$ cat src/rtl/int_mul_var_lat.sv
// Iterative shift-add multiplier returning the low p_nbits of op1*op2.
// Latency tracks the highest set bit of op2, so small multipliers finish early.
module int_mul_var_lat #(
  parameter int p_nbits = 32
) (
  input  logic                   clk,
  input  logic                   reset,
  input  logic                   req_val,
  output logic                   req_rdy,
  input  logic [2*p_nbits-1:0]   req_msg,
  output logic                   resp_val,
  input  logic                   resp_rdy,
  output logic [p_nbits-1:0]     resp_msg,
  output logic                   busy
);

  typedef enum logic [1:0] {
    IDLE = 2'd0,
    CALC = 2'd1,
    DONE = 2'd2
  } state_e;

  state_e             state_q;
  logic [p_nbits-1:0] a_q;
  logic [p_nbits-1:0] b_q;
  logic [p_nbits-1:0] result_q;
  logic [5:0]         iter_q;

  logic [p_nbits-1:0] b_shift_d;
  logic [p_nbits-1:0] sum_d;
  logic               last_d;

  assign b_shift_d = b_q >> 1;
  assign sum_d     = b_q[0] ? (result_q + a_q) : result_q;
  // Stop once no multiplier bits remain, or after the final bit position.
  assign last_d    = (b_shift_d == '0) || (iter_q == 6'(p_nbits - 1));

  always_ff @(posedge clk or posedge reset) begin
    if (reset) begin
      state_q  <= IDLE;
      a_q      <= '0;
      b_q      <= '0;
      result_q <= '0;
      iter_q   <= '0;
    end else begin
      case (state_q)
        IDLE: begin
          if (req_val) begin
            a_q      <= req_msg[p_nbits-1:0];
            b_q      <= req_msg[2*p_nbits-1:p_nbits];
            result_q <= '0;
            iter_q   <= '0;
            state_q  <= CALC;
          end
        end
        CALC: begin
          result_q <= sum_d;
          a_q      <= a_q << 1;
          b_q      <= b_shift_d;
          iter_q   <= iter_q + 6'd1;
          if (last_d) state_q <= DONE;
        end
        DONE: begin
          if (resp_rdy) state_q <= IDLE;
        end
        default: state_q <= IDLE;
      endcase
    end
  end

  // Handshake outputs decode directly from the state register.
  assign req_rdy  = (state_q == IDLE);
  assign resp_val = (state_q == DONE);
  assign busy     = (state_q != IDLE);
  assign resp_msg = result_q;

endmodule
$ cat config.mk
export PLATFORM = sky130hd
export DESIGN_NAME = int_mul_var_lat
export DESIGN_NICKNAME = d
export VERILOG_FILES = /design/src/rtl/int_mul_var_lat.sv
export SDC_FILE = /design/constraint.sdc
export NUM_CORES = 1
export LEC_CHECK = 0
export BUFFER_PORTS_ARGS = -buffer_cell sky130_fd_sc_hd__buf_2
export CORE_UTILIZATION = 49
export DETAILED_ROUTE_END_ITERATION = 6
export MAX_ROUTING_LAYER = met4
export PLACE_DENSITY = 0.71
export SLEW_MARGIN = 10
export SYNTH_ARGS = -nofsm -noshare
export SYNTH_HDL_FRONTEND = slang
export SYNTH_SLANG_ARGS = --single-unit
$ cat constraint.sdc
create_clock -name clk -period 4.9 [get_ports clk]
set_input_delay 0.98 -clock clk [delete_from_list [all_inputs] [get_ports clk]]
set_output_delay 0.98 -clock clk [all_outputs]
set_load 0.02 [all_outputs]
==> run_results.csv <==
group,metric,value,unit
timing,final.setup.tns,0,ns
detailed_routing,drt-total-wl,14800,µm
logic_synthesis,ys_warn_count,0,
logic_synthesis,synth_common_cells,"nor2_1, dfrtp_1, nand2_1, o22ai_1, o21ai_0",
floorplan,rows,39,
timing,finalMaxSlewViolations,0,
final_layout,final_util,0.5885,
clock_tree,ctsHoldBuffers,0,
pwr,p_leak,3.176,nW
floorplan,ios,103,
worst_setup_path,r2r_slack,1.79,ns
pwr,power_frac_seq,0.299,
global_route,grt_pass1_wl,24980,µm
worst_setup_path,path_cells,"ha_1, inv_1, fa_1, nor2b_1, o21ai_2, a21boi_2, o21ai_2, a21oi_4, a311oi_4, nor4b_1, o31a_1, o31ai_1",
global_route,grt_max_degree,69,
placed_design,globalplace.congestion,0.9419,
global_route,antenna_found_initial,0,
logic_synthesis,syn_nets,766,
worst_setup_path,critPathKind,"flop to flop",
clock_tree,h-tree-depth,3,
floorplan,die_x,110.7,µm
timing,setup_viol,0,
logic_synthesis,ys_seq_area_frac,0.4492,
detailed_routing,firstDrtPassIters,5,
clock_tree,path_clk_slew,0.07,ns
pwr,p_int,2.860,mW
global_route,grt.overflow.total,0,
clock_tree,post_cts_buffers,0,
outcome,status,"complete, no violations",
detailed_routing,vias,5210,
clock_tree,ctsResizeCount,0,
worst_setup_path,path_max_fanout,5,
worst_setup_path,crit_path_start_kind,"flop",
logic_synthesis,synth_area_leaders,"dfrtp_1, ha_1, nor2_1, nand2_1, o22ai_1",
detailed_routing,post_drt_via_cell_ratio,5.782,
pwr,peakVddDrop,0.3289,mV
final_layout,area_growth,16.50,%
final_layout,fin_area,6749,µm²
timing,period_share,0.6349,
worst_setup_path,slowest_stage,"nor4b_1",
logic_synthesis,yosysUniqueCellTypes,51,
worst_setup_path,critPathCaptureType,"flop",
pwr,p_comb_frac,0.555,
detailed_routing,drc,0,
timing,worstMarginPinSlew,1.029,ns
final_layout,antenna_cells,0,
detailed_routing,wl_per_cell,16.42,µm
detailed_routing,drt_first_iter_violations,325,
pwr,clockPowerShare,0.146,
logic_synthesis,syn_inst,665,
timing,skew,0.007652,ns
timing,maxSlewHeadroom,0.3137,
pwr,p_sw_frac,0.4684,
final_layout,fin_cells,901,
worst_setup_path,cp.required,5.13,ns
placed_design,place_area,6427,µm²
pwr,p_switching,2.520,mW
worst_setup_path,crit_buf_inv,1,
detailed_routing,antenna_left,0,
final_layout,nets,854,
global_route,grt_pass1_vias,5162,
timing,max_freq,321.5,MHz
min_path,min-delay-path-class,"flop to flop",
timing,final.min_clock_period,3.111,ns
worst_setup_path,cp_data_arrival_time,3.34,ns
logic_synthesis,async_flop_share,1.000,
floorplan,initial_core_util,0.5052,
logic_synthesis,ys.flop_type,"dfrtp_1",
timing,fin_hold_ws,0.4736,ns
logic_synthesis,synth-seq-cells,104,
clock_tree,cts.sinks,104,
logic_synthesis,synth_area,5793,µm²
clock_tree,cts_tree,"yes",
floorplan,dieHeight,110.7,µm
floorplan,core,11470,µm²
logic_synthesis,synth_edf_count,0,
placed_design,dpl.hpwl,10510,µm
logic_synthesis,avgSynthCellArea,8.711,µm²
placed_design,place_inst,885,
global_route,grtUsageTotal,0.2583,
timing,rsz0062_at_grt,"false",
clock_tree,clock_latency,0.36,ns
logic_synthesis,synth.largest_area_cell,"dfrtp_1",
final_layout,fillers,1014,
worst_setup_path,cpLargestDelayFamily,"compound AO/OA/AOI/OAI gates",
placed_design,place_ws,1.757,ns
pwr,finalPower,5.379,mW
clock_tree,numCtsBuffers,9,
floorplan,fp.dieArea,12260,µm²
worst_setup_path,cpMostUsedCell,"o21ai_2",
logic_synthesis,post-synth-top-count-cell,"nor2_1",
placed_design,port_buffers,102,
pwr,powerDensity,797.0,nW/µm²
timing,layout_setup_ws,1.789,ns
logic_synthesis,synth_top_area_share,0.4492,
worst_setup_path,slowest_delay,0.59,ns
final_layout,drive_gt1_frac,0.1887,
clock_tree,clock-root-buffer,"clkbuf_16",
clock_tree,cts_buffer_depth,2,
run,cap_violations,0,
timing,hold_violations,0,
[layout by cell type, fill, tap and decap left out, drive strengths merged, types with 3 or more instances in the layout]
cell type	Yosys	routed
o31ai	7	7
o21ai	54	54
a21oi	33	33
clkbuf	32	10
dfrtp	104	104
nor3	6	6
xnor2	9	9
a22oi	17	17
a21o	7	7
nand4	6	6
xor2	11	11
and3	7	7
inv	11	12
nor2b	7	7
nor2	105	105
a211oi	5	5
mux2i	3	3
nand3	12	12
ha	32	32
a31oi	3	3
a211o	3	3
nand2	102	102
buf	0	109
nand2b	5	5
o22ai	45	45
nor4	10	10
nor3b	3	3
or3	3	3
o21a	3	3
[power by group through the flow]
stage	Sequential (mW)	Combinational, mW	Clock, mW
finish	1.61	2.99	0.785
global route	1.66	3.33	0.830
CTS	1.61	2.97	0.799
detailed placement	1.62	2.96	0
global placement	1.61	2.87	0
floorplan	1.64	2.20	0
[cell families (layout without fill, tap and decap cells)]
kind of cell / Yosys count / after routing / share of synthesized area
xor+xnor: 20 / 20 / 0.03024
flops: 104 / 104 / 0.4492
compound gates: 192 / 192 / 0.2149
fa+ha+maj: 33 / 33 / 0.07257
buf+inv: 44 / 137 / 0.02873
mux: 3 / 3 / 0.005184
simple gates: 269 / 269 / 0.1991
[worst reg2reg max path, stage by stage, from the launching register on]
cell and delay (ns):
dfrtp_1 0.41, ha_1 0.24, inv_1 0.07, fa_1 0.42
nor2b_1 0.16, o21ai_2 0.08, a21boi_2 0.19, o21ai_2 0.10
a21oi_4 0.25, a311oi_4 0.18, nor4b_1 0.59, o31a_1 0.22
o31ai_1 0.07
[area by class of cell]
type	count	area (µm²)	share of cell area
Clock buffer	10	229.0	0.03393
Clock inverter	6	92.59	0.01372
Inverter	12	48.80	0.007230
Multi-Input combinational cell	517	3034	0.4496
Sequential cell	104	2603	0.3856
Tap cell	143	178.9	0.02651
Timing Repair Buffer	109	563.0	0.08343
[flip-flops by register name, indices dropped and copies added, names as in the netlist]
register and flops:
resp_msg 32, b_q 32, a_q 32, state_q 2, iter_q 6
[final timing paths]
path,from,end,depth (start not counted)
max,resp_msg[0],resp_msg[28],12
min,resp_msg[31],resp_msg[31],1
max reg2reg,resp_msg[0],resp_msg[28],12
min reg2reg,resp_msg[31],resp_msg[31],1
max in group asynchronous,reset,a_q[31],3
min in group asynchronous,reset,resp_msg[6],2
[layer usage]
metal,GRT usage,part of all wire,vias to the layer above
met5,-,0,-
met4,0.09244,0.020,0
met3,0.03609,0.045,22
met2,0.4021,0.47,145
met1,0.3469,0.46,2486
li1,-,-,2557
(Power assumes the default switching activity.)
